## config.mk

```make
export PLATFORM = sky130hd
export DESIGN_NAME = pc_predict_unit
export DESIGN_NICKNAME = d
export VERILOG_FILES = /design/src/rtl/pc_predict_unit.sv
export SDC_FILE = /design/constraint.sdc
export NUM_CORES = 1
export LEC_CHECK = 0
export ABC_CLOCK_PERIOD_IN_PS = 9300
export CORE_MARGIN = 2
export CORE_UTILIZATION = 30
export DETAILED_ROUTE_END_ITERATION = 10
export DONT_BUFFER_PORTS = 1
export MAX_ROUTING_LAYER = met4
export PLACE_DENSITY = 0.52
export SLEW_MARGIN = 0
export SYNTH_ARGS = -nofsm -noshare
export SYNTH_HDL_FRONTEND = slang
export SYNTH_SLANG_ARGS = --single-unit
```

## constraint.sdc

```tcl
create_clock -name clk -period 9.3 [get_ports clk]
set_input_delay 0.465 -clock clk [delete_from_list [all_inputs] [get_ports clk]]
set_output_delay 0.465 -clock clk [all_outputs]
set_load 0.01 [all_outputs]
```

## src/rtl/pc_predict_unit.sv

```systemverilog
// Fetch PC register with a direct-mapped BTB (2-bit counters) for next-PC prediction.
// Resolves execute-stage control flow and redirects fetch on a mispredict.
module pc_predict_unit #(
  parameter int               XLEN         = 32,
  parameter logic [XLEN-1:0]  RESET_VECTOR = 32'h00000000,
  parameter int               BTB_ENTRIES  = 8
) (
  input  logic            clk,
  input  logic            rst_n,
  input  logic            stall,
  input  logic            trap_valid,
  input  logic [XLEN-1:0] trap_target,
  input  logic            ex_valid,
  input  logic [XLEN-1:0] ex_pc,
  input  logic            ex_jump,
  input  logic            ex_jalr,
  input  logic            ex_branch,
  input  logic            ex_taken,
  input  logic [XLEN-1:0] ex_rs1,
  input  logic [XLEN-1:0] ex_imm,
  input  logic            ex_pred_taken,
  input  logic [XLEN-1:0] ex_pred_target,
  output logic [XLEN-1:0] pc,
  output logic            pred_taken,
  output logic [XLEN-1:0] pred_target,
  output logic            redirect,
  output logic            misalign_err
);

  localparam int IDX  = $clog2(BTB_ENTRIES);
  localparam int TAGW = XLEN - IDX - 2;

  logic [XLEN-1:0]        r_pc;
  logic [BTB_ENTRIES-1:0] r_btbValid;
  logic [TAGW-1:0]        r_btbTag    [BTB_ENTRIES];
  logic [XLEN-1:0]        r_btbTarget [BTB_ENTRIES];
  logic [1:0]             r_btbCtr    [BTB_ENTRIES];

  logic [XLEN-1:0] w_pcPlus4;
  logic [IDX-1:0]  w_lookIdx;
  logic [TAGW-1:0] w_lookTag;
  logic            w_lookHit;
  logic            w_actTaken;
  logic [XLEN-1:0] w_actTarget;
  logic [XLEN-1:0] w_correctPc;
  logic            w_mispredict;
  logic [XLEN-1:0] w_nextPc;
  logic            w_update;
  logic [IDX-1:0]  w_exIdx;
  logic [TAGW-1:0] w_exTag;
  logic            w_exHit;

  assign w_pcPlus4 = r_pc + XLEN'(4);
  assign w_lookIdx = r_pc[IDX+1:2];
  assign w_lookTag = r_pc[XLEN-1:IDX+2];
  assign w_lookHit = r_btbValid[w_lookIdx] && (r_btbTag[w_lookIdx] == w_lookTag);

  assign pc          = r_pc;
  assign pred_taken  = w_lookHit && r_btbCtr[w_lookIdx][1];
  assign pred_target = w_lookHit ? r_btbTarget[w_lookIdx] : w_pcPlus4;

  // jalr clears bit 0 of its target; bit 1 is left for misalign_err to flag.
  assign w_actTaken  = ex_jump || (ex_branch && ex_taken);
  assign w_actTarget = (ex_jump && ex_jalr) ? ((ex_rs1 + ex_imm) & ~XLEN'(1))
                                            : (ex_pc + ex_imm);
  assign w_correctPc = w_actTaken ? w_actTarget : (ex_pc + XLEN'(4));

  assign w_mispredict = ex_valid && ((ex_pred_taken != w_actTaken) ||
                                     (w_actTaken && (ex_pred_target != w_actTarget)));
  assign redirect     = w_mispredict && !trap_valid;
  assign misalign_err = redirect && w_correctPc[1];

  always_comb begin
    w_nextPc = w_pcPlus4;
    if (trap_valid)      w_nextPc = trap_target;
    else if (redirect)   w_nextPc = w_correctPc;
    else if (stall)      w_nextPc = r_pc;
    else if (pred_taken) w_nextPc = pred_target;
  end

  always_ff @(posedge clk or negedge rst_n) begin
    if (!rst_n) r_pc <= RESET_VECTOR;
    else        r_pc <= w_nextPc;
  end

  assign w_update = ex_valid && (ex_jump || ex_branch) && !trap_valid;
  assign w_exIdx  = ex_pc[IDX+1:2];
  assign w_exTag  = ex_pc[XLEN-1:IDX+2];
  assign w_exHit  = r_btbValid[w_exIdx] && (r_btbTag[w_exIdx] == w_exTag);

  // Only the valid bits need reset; payload of an invalid entry is never observed.
  always_ff @(posedge clk or negedge rst_n) begin
    if (!rst_n) begin
      r_btbValid <= '0;
    end else if (w_update && !w_exHit && w_actTaken) begin
      r_btbValid[w_exIdx] <= 1'b1;
    end
  end

  always_ff @(posedge clk) begin
    if (w_update) begin
      if (w_exHit) begin
        if (w_actTaken) begin
          if (r_btbCtr[w_exIdx] != 2'd3) r_btbCtr[w_exIdx] <= r_btbCtr[w_exIdx] + 2'd1;
          r_btbTarget[w_exIdx] <= w_actTarget;
        end else if (r_btbCtr[w_exIdx] != 2'd0) begin
          r_btbCtr[w_exIdx] <= r_btbCtr[w_exIdx] - 2'd1;
        end
      end else if (w_actTaken) begin
        r_btbTag[w_exIdx]    <= w_exTag;
        r_btbTarget[w_exIdx] <= w_actTarget;
        r_btbCtr[w_exIdx]    <= ex_jump ? 2'd3 : 2'd2;
      end
    end
  end

endmodule
```

Word level (Yosys, flattened, before mapping)
Memory sizes are Yosys's and may differ from the RTL's.
Cells that the tools add are included.

storage, ports and cells
  bits in registers = 40
  latch bits = 0
  RAM bits = 488
  memory bits (read-only) = 0
  bits of input ports = 170
  output and inout port bits = 67
  logic and storage cells = 78
  memories kept = 3

cells by class
  add/sub/neg operators = 6
  multiply operators = 0
  div/mod/pow operators = 0
  magnitude comparators = 3
  equality and inequality tests = 6
  shift-type cells = 0
  mux-type cells = 34
  bitwise logic cells = 4
  reduce and logical (&&, ||, !) cells = 20

memory list
  memory       depth  bits a word  read ports  clocked after memory_dff  write ports  line  source
  r_btbTarget  8      32           1           0                         1            36    logic [XLEN-1:0] r_btbTarget [BTB_ENTRIES];
  r_btbTag     8      27           2           0                         1            35    logic [TAGW-1:0] r_btbTag [BTB_ENTRIES];
  r_btbCtr     8      2            2           0                         1            37    logic [1:0] r_btbCtr [BTB_ENTRIES];

operators by type and width
  operator                                                                number
  32-bit 2-to-1 mux                                                       8
  32-bit by 3-bit adder with 32-bit output (second input constant)        2
  32-bit adder                                                            2
  27-bit equality test                                                    2
  32-bit != test                                                          1
  1-bit 2-to-1 mux                                                        21
  1-bit logical AND                                                       14
  3-bit by 4-bit < comparator with 1-bit output (second input constant)   2
  8-bit OR                                                                1
  1-bit binary-select mux with 3-bit select                               2
  2-bit 2-to-1 mux                                                        2
  1-bit demux with 3-bit select                                           1
  3-bit by 1-bit >= comparator with 1-bit output (second input constant)  1
  1-bit logical OR                                                        3
  3-bit by 1-bit != test with 1-bit output (second input constant)        1
  1-bit OR                                                                3
  2-bit by 1-bit adder with 2-bit output (second input constant)          1
  1-bit logical NOT                                                       2
  2-bit != test (second input constant)                                   1
  2-bit nonzero test                                                      1
  2-bit by 1-bit subtractor with 2-bit output (second input constant)     1
  1-bit != test                                                           1

Depth between registers and ports, before layout
Gate-level depths: netlist of run 1.

  word-level depth = 9
  mapped depth = 20
  depth with buffers taken out = 18

Least setup slack after synthesis of run 1
Ideal clock, no wire load.

  kind = input port to output port
  start point = input ex_pc[3]
  end point = output redirect
  arrival = 4,059 ps
  data required time = 8,835 ps
  slack = 4,776 ps
  cell stages on the path = 17
  buffers on the path = 3
  cell sequence = ha_1 -> buf_2 -> and2_4 -> a221o_1 -> o211ai_2 -> a311oi_2 -> o21ai_0 -> a21oi_1 -> nor3_1 -> xor2_1 -> or4b_4 -> nor4_4 -> nor2_2 -> o21ai_2 -> inv_2 -> buf_2 -> buf_2

on the way
  longest elaborated chain between the ends = 7

ends and longest elaborated chain
  element              line  source
  from (decl)          14    input logic [XLEN-1:0] ex_pc,
  32-bit adder         65    : (ex_pc + ex_imm);
  32-bit 2-to-1 mux    64    assign w_actTarget = (ex_jump && ex_jalr) ? ((ex_rs1 + ex_imm) & ~XLEN'(1))
  via w_actTarget[25]  44    logic [XLEN-1:0] w_actTarget;
  32-bit != test       69    (w_actTaken && (ex_pred_target != w_actTarget)));
  1-bit logical AND    69
  1-bit logical OR     68    assign w_mispredict = ex_valid && ((ex_pred_taken != w_actTaken) ||
  1-bit logical AND    68
  1-bit logical AND    70    assign redirect = w_mispredict && !trap_valid;
  to (decl)            26    output logic redirect,

The timed path passes the listed nets, and every way through them passes these cells.

Worst setup path after layout of run 1
  start point = register r_pc[2] (netlist: pc[2])
  end point = output pred_target[0]

on the way
  longest elaborated chain between the ends = 4
  elaborated cells between the ends (all ways) = 7
  those cells by class = eq/ne (1); mux (3); reduce/logical (1); memory (2)

ends and longest elaborated chain
  element                                                                              line  source
  from (decl)                                                                          33    logic [XLEN-1:0] r_pc;
  from (signal assigned)                                                               83    else r_pc <= w_nextPc;
  memory read 8 x 27 bit or 1-bit binary-select mux with 3-bit select (tied branches)  n/a
  27-bit equality test or 1-bit 2-to-1 mux (tied branches)                             56    assign w_lookHit = r_btbValid[w_lookIdx] && (r_btbTag[w_lookIdx] == w_lookTag);
  1-bit logical AND                                                                    56
  32-bit 2-to-1 mux *                                                                  60    assign pred_target = w_lookHit ? r_btbTarget[w_lookIdx] : w_pcPlus4;
  to (decl)                                                                            25    output logic [XLEN-1:0] pred_target,

Every way passes the cells marked *; elsewhere a longest branch is shown, timed or not. The select of a mux whose other input is x is not followed.

==> results of run 1 <==
==> layer usage <==
layer / up-vias / part of all wire / GRT usage
met5: - / 0 / -
met4: 0 / 0.026 / 0.0585
met3: 146 / 0.12 / 0.0779
met2: 1200 / 0.45 / 0.349
met1: 11600 / 0.41 / 0.300
li1: 9675 / - / -
==> logic make-up after synthesis <==
kind of cell / synth area share
AOI/OAI and AO/OA: 0.137
muxes: 0.129
xor gates and xnor gates: 0.0562
adders and majority gates: 0.0275
DFF: 0.519
and+or+nand+nor: 0.106
buffers and inverters: 0.0259
==> Yosys cell counts (all sizes together) (7+ instances only) <==
cell and number:
edfxtp 488, xnor2 105, a22oi 80, mux2i 92, inv 46, o22ai 13
and2 14, a31oi 9, o211ai 23, ha 63, buf 54, nor4 13
mux4 125, nor3b 12, nand2 148, o21a 12, o2111ai 8, nand3b 7
or2 15, nor3 39, a221oi 25, a22o 18, mux2 13, a21o 27
nand4 48, nand3 67, a211oi 36, o21ai 118, a221o 7, nand2b 26
a2111oi 11, o21bai 7, nor2b 16, o31ai 7, or3 18, a21oi 173
nor2 169, xor2 65, dfrtp 40, and3 28, clkbuf 95
==> final timing paths <==
path,end,slack [ps],cells past startpoint
max,pred_target[0],3430,10
min,pc[3],20,2
max reg2reg,pc[18],3430,16
min reg2reg,r_btbValid[7],490,1
max in group asynchronous,pc[3],8640,2
min in group asynchronous,pc[11],390,2
==> flip-flops by register name, summed over array words and instances (netlist names) <==
register	flops
r_btbTarget	256
r_btbTag	216
pc	32
r_btbCtr	16
r_btbValid	8
==> area by class of cell <==
| class | count | area [um2] | share of cell area |
|---|---|---|---|
| Antenna cell | 10 | 25.0 | 0.000736 |
| Clock buffer | 60 | 1350 | 0.0398 |
| Clock inverter | 40 | 505 | 0.0149 |
| Inverter | 46 | 173 | 0.00508 |
| Multi-Input combinational cell | 1737 | 13900 | 0.407 |
| Sequential cell | 528 | 15700 | 0.461 |
| Tap cell | 1298 | 1620 | 0.0478 |
| Timing Repair Buffer | 87 | 803 | 0.0236 |
==> power breakdown <==
part           switching, W  leakage (nW)  internal (W)  total [W]
clock              0.000932         0.907       0.00136    0.00229
combinational      0.000860          5.46      0.000522    0.00138
sequential         0.000128          4.87       0.00272    0.00285
total               0.00192          11.2       0.00460    0.00652
==> what timing repair did <==
| item | 4_1_cts | 5_1_grt |
|---|---|---|
| setup buffers | 0 | 0 |
| hold buffers | 43 | 0 |
| gates resized for setup | 0 | 0 |
| hold endpoints to repair | 268 | 0 |
==> worst register-to-register path, delay by kind of cell, from the launching register on <==
| family | cells | cell delay, ps |
|---|---|---|
| mux | 2 | 1030 |
| simple gates | 7 | 1380 |
| compound gates | 2 | 290 |
| buf+inv | 4 | 2110 |
| flops | 1 | 840 |
| xor+xnor | 1 | 150 |
==> metrics by stage <==
stage | cells | area [um2] | util
2_1_floorplan | 2460 | 30200 | -
3_3_place_gp | 3652 | 31700 | 0.317
3_5_place_dp | 3652 | 31700 | 0.317
4_1_cts | 3795 | 34000 | 0.340
5_1_grt | 3806 | 34000 | 0.340
6_report | 3806 | 34000 | 0.340
==> results_dict.tcl, run 1 <==
set metrics [dict create \
    wirelength_mm 119 \
    crit_buf_inv 2 \
    antenna_found_initial 15 \
    status "complete, no violations" \
    synthArstFlopShare 0.0758 \
    synthesis.area_um2 30200 \
    nets 2688 \
    cts_buffers 53 \
    area_growth_pct 12.7 \
    fin_crit_sh 0.631 \
    netlist.top_cell.by_area "edfxtp_1" \
    crit_arrival_ps 5410 \
    final_cell_mix "edfxtp_1, a21oi_1, nor2_1, nand2_1, mux4_2" \
    pre_cts_ws_ps 3400 \
    rsz0062_at_grt "no" \
    path_cells "buf_12, mux4_2, mux2i_1, xnor2_1, nor4_1, nand4_1, nor3_4, buf_4, nor2_1, a31oi_1" \
    critPathKind "flop to primary output" \
    max_freq_mhz 170 \
    synth_edf_count 488 \
    cp_max_fo 102 \
    setup_slack_ps 3430 \
    dieArea_um2 103000 \
    slowest_delay_ps 840 \
    p_per_area_nw_per_um2 192 \
    layout_min_cycle_time_ps 5870 \
    clock_skew_ps 32.8 \
    cts.sinks 528 \
    num-fill-cells 9768 \
    grt_pass1_wl_mm 167 \
    hold_ws_ps 19.8 \
    finalPower_w 0.00652 \
    vias 22621 \
    startpoint "pc[2]" \
    hold_path_class "primary input to flop" \
    grt_pass1_vias 21860 \
    drv_slew 0 \
    slew_headroom 0.0739 \
    dp_hpwl_mm 84.6 \
    cpLargestDelayFamily "buffers and inverters" \
    setup.worst_path.start_class "flop" \
    drtIter0Drc 2575 \
    min_from "trap_valid" \
    avgSynthCellArea_um2 12.3 \
    final_common_cell "edfxtp_1" \
    initial_core_util 0.302 \
    ys_seq_area_frac 0.519 \
    die_w_um 321 \
    cts.reportedPaths.clkPinSlew_ps 60 \
    layout-drive-gt1-share 0.131 \
    leakage_nw 11.2 \
    synth_top_flop_cell "edfxtp_1" \
    clk_latency_ps 620 \
    worstMarginPinSlew_ps 1390 \
    cts_tree "built" \
    grt_usage 0.232 \
    fin_tns_setup_ps 0 \
    vias_per_cell 5.94 \
    first_pass_iters 6 \
    cts_max_level 2 \
    fp.dieH_um 321 \
    crit_slowest_cell "dfrtp_4" \
    syn_inst 2460 \
    regToRegStartpoint "pc[2]" \
    vdd_ir_drop_max_mv 0.137 \
    endpoint_kind "primary output" \
    cts_root_buffer "clkbuf_16" \
    synth_cell_types 93 \
    drc_errors 0 \
    wl_per_cell_um 31.3 \
    worstPathRequired_ps 8840 \
    yosys_warnings 0 \
    fp-row-count 116 \
    io_pins 237 \
    synthesis.nets 2695 \
    portBuffers 0 \
    maxCapViolations 0 \
    place.gp.congestion 0.965 \
    grt_max_degree 130 \
    clock_path_buffers 3 \
    overflow 0 \
    postRouteAntennaNets 0 \
    synth.top_cell.area_share 0.486 \
    ys_top_cells_by_area "edfxtp_1, mux4_2, dfrtp_1" \
    ys_ff_latch 528 \
    setup_viol 0 \
    core_um2 99900 \
    hold_violations 0 \
]
No activity file was read; power rests on OpenSTA's default activity.
==> inputs of run 2 (changes only) <==
--- a/config.mk
+++ b/config.mk
@@ -5,13 +5,14 @@
 export SDC_FILE = /design/constraint.sdc
 export NUM_CORES = 1
 export LEC_CHECK = 0
-export ABC_CLOCK_PERIOD_IN_PS = 9300
+export ABC_AREA = 1
+export ABC_CLOCK_PERIOD_IN_PS = 5300
 export CORE_MARGIN = 2
 export CORE_UTILIZATION = 30
 export DETAILED_ROUTE_END_ITERATION = 10
 export DONT_BUFFER_PORTS = 1
 export MAX_ROUTING_LAYER = met4
-export PLACE_DENSITY = 0.52
+export PLACE_DENSITY = 0.53
 export SLEW_MARGIN = 0
 export SYNTH_ARGS = -nofsm -noshare
 export SYNTH_HDL_FRONTEND = slang
==> constraint.sdc (replaced) <==
create_clock -name clk -period 5.3 [get_ports clk]
set_input_delay 0.265 -clock clk [delete_from_list [all_inputs] [get_ports clk]]
set_output_delay 0.265 -clock clk [all_outputs]
set_load 0.01 [all_outputs]
==> results_dict.tcl, run 2 <==
set metrics [dict create \
    status "finished with violations" \
    failed_checks "hold timing" \
    vias 29298 \
    netlist.top_cell.by_area "edfxtp_1" \
    grt_pass1_wl_mm 201 \
    rsz0062_at_grt "no" \
    cts.reportedPaths.clkPinSlew_ps 70 \
    layout_min_cycle_time_ps 4730 \
    reg2reg_slack_ps 820 \
    startpoint "pc[2]" \
    portBuffers 0 \
    first_pass_iters 5 \
    synth-simple-area-share 0.252 \
    synth_edf_count 488 \
    die_w_um 332 \
    leakage_nw 15.4 \
    antenna_found_initial 19 \
    reg2regPathDepth 18 \
    largest_reg_flops 256 \
    dp_cells 5304 \
    synth_top_flop_cell "edfxtp_1" \
    critPathKind "flop to primary output" \
    setup_viol 0 \
    synth.top_cell.area_share 0.453 \
    crit_buf_inv 4 \
    place.gp.congestion 0.987 \
    vdd_ir_drop_max_mv 0.224 \
    finalPower_w 0.0116 \
    clk_latency_ps 640 \
    synth_common_cells "nand2_1, edfxtp_1, inv_1, nor2_1, o21ai_0" \
    met1_usage 0.328 \
    wirelength_mm 143 \
    path_cells "inv_6, a21oi_1, o21ai_0, nand3_1, o21ai_1, xor2_1, inv_1, nand2_1, nor2_1, nand3b_1, nor2_4, inv_2, nand2_1, o21ai_1, buf_4" \
    endpoint_kind "primary output" \
    synth_xor_area_frac 0.0178 \
    p_per_area_nw_per_um2 317 \
    fp.dieH_um 332 \
    ys_top_cells_by_area "edfxtp_1, nand2_1, inv_1" \
    nets 4263 \
    hold_ws_ps -25.8 \
    slew_headroom 0.176 \
    synth_fa_ha_area_frac 0.0256 \
    fin_cells 5487 \
    max_freq_mhz 211 \
    synthMuxAreaShare 0 \
    grt_pass1_vias 27294 \
    drtIter0Drc 3372 \
    synthArstFlopShare 0.0758 \
    cts.sinks 528 \
    setup.worst_path.start_class "flop" \
    hold_path_class "primary input to flop" \
    synth_top_family_by_area "simple AND/OR/NAND/NOR gates" \
    crit_slowest_cell "dfrtp_4" \
    layout-drive-gt1-share 0.0794 \
    initial_core_util 0.302 \
    avgSynthCellArea_um2 8.15 \
    dp_hpwl_mm 104 \
    drv_slew 0 \
    met3_usage 0.0697 \
    final_common_cell "nand2_1" \
    regToRegStartpoint "pc[2]" \
    yosys_warnings 0 \
    ys_seq_area_frac 0.484 \
    vias_per_cell 5.34 \
    fp-row-count 120 \
    core_um2 107000 \
    top_register "r_btbTarget" \
    fin_tns_setup_ps 0 \
    grtUsageMet2 0.398 \
    synthesis.area_um2 32300 \
    synth_cell_types 61 \
    synthesis.nets 4199 \
    ctsResizeCount 0 \
    grt_usage 0.259 \
    grt_max_degree 92 \
    cts_tree "built" \
    synth.most_common_cell "nand2_1" \
    fin_crit_sh 0.893 \
    area_growth_pct 13.2 \
    worstMarginPinSlew_ps 1220 \
    syn_inst 3964 \
    postRouteAntennaNets 0 \
    ys_ff_latch 528 \
    final_cell_mix "nand2_1, edfxtp_1, inv_1, nor2_1, o21ai_0" \
    synth-compound-area-share 0.135 \
    r2r-end "pc[10]" \
    io_pins 237 \
    top_usage_layer "met2" \
    drc_errors 0 \
    overflow 0 \
    hold_path_depth 4 \
    cp_max_fo 69 \
    slowest_delay_ps 620 \
    cts_max_level 2 \
    worstSetupPathDepth 15 \
    wl_per_cell_um 26.0 \
    crit_end "pred_target[7]" \
    clock_path_buffers 3 \
    dieArea_um2 110000 \
    maxCapViolations 0 \
    worstPathRequired_ps 5040 \
    cts_buffers 52 \
    crit_arrival_ps 4470 \
    cpLargestDelayFamily "buffers and inverters" \
    cts_root_buffer "clkbuf_16" \
    clock_skew_ps 32.7 \
    hold_violations 1 \
]
==> run 2: cell count changes after synthesis, sizes merged, moves of 37 or more <==
cell,previous run,this run
o221ai,5,53
mux4,125,0
mux2i,92,0
nand3,67,287
o21ai,118,399
xnor2,105,5
a21oi,173,136
a22oi,80,17
nor2,169,381
inv,46,511
nand2,148,1103
==> run 2: cell type report <==
class,count,area (um2)
antenna,16,40.0
clock buffer,61,1340
inverter,515,1940
clock inverter,33,347
sequential,528,15700
timing repair buffer,167,1540
fill,11299,70300
tap,1403,1760
multi-input combinational,2764,14000
==> run 2: tightest hold or removal path: stages <==
cell,delay (ps)
nand2_1,100
o21ai_0,100
inv_1,40
nand2_1,50
==> run 2: through the flow <==
stage,instance area [um2],setup slack (ps),hold WS (ps),utilization
final,36600,569,-25.8,0.342
after global routing,36600,290,10.3,0.342
after floorplan,32300,1920,-30.6,-
after detailed placement,34100,1180,-24.2,0.319
after global placement,34100,1210,-24.4,0.319
after CTS,36600,582,0.492,0.342
==> run 2: where the power goes <==
group	internal [W]	total [W]	switching [W]
Combinational	0.000811	0.00297	0.00216
Sequential	0.00472	0.00486	0.000139
Clock	0.00210	0.00379	0.00169
==> run 2: how the worst min path moves through the flow <==
stage                    start      to  slack (ps)
6_report       trap_target[31]  pc[31]         -30
5_1_grt        trap_target[31]  pc[31]          10
4_1_cts        trap_target[31]  pc[31]         0.5
3_5_place_dp             rst_n  pc[21]         -20
3_3_place_gp             rst_n  pc[20]         -20
2_1_floorplan            rst_n   pc[0]         -30
==> run 2: layer usage <==
layer,up-vias,routed length (um)
met5,-,0
met4,0,5320
met3,220,15600
met2,1442,63800
met1,14111,58100
li1,13525,-
==> run 2: repair_timing <==
item,CTS,global route
hold buffers,73,0
setup buffers,0,0
endpoints found under the hold margin,287,0
==> run 2: cells by family after synthesis <==
logic type / Yosys count
buffers and inverters: 672
DFF: 528
AOI/OAI and AO/OA: 730
xor gates and xnor gates: 64
and+or+nand+nor: 1905
adders and majority gates: 65
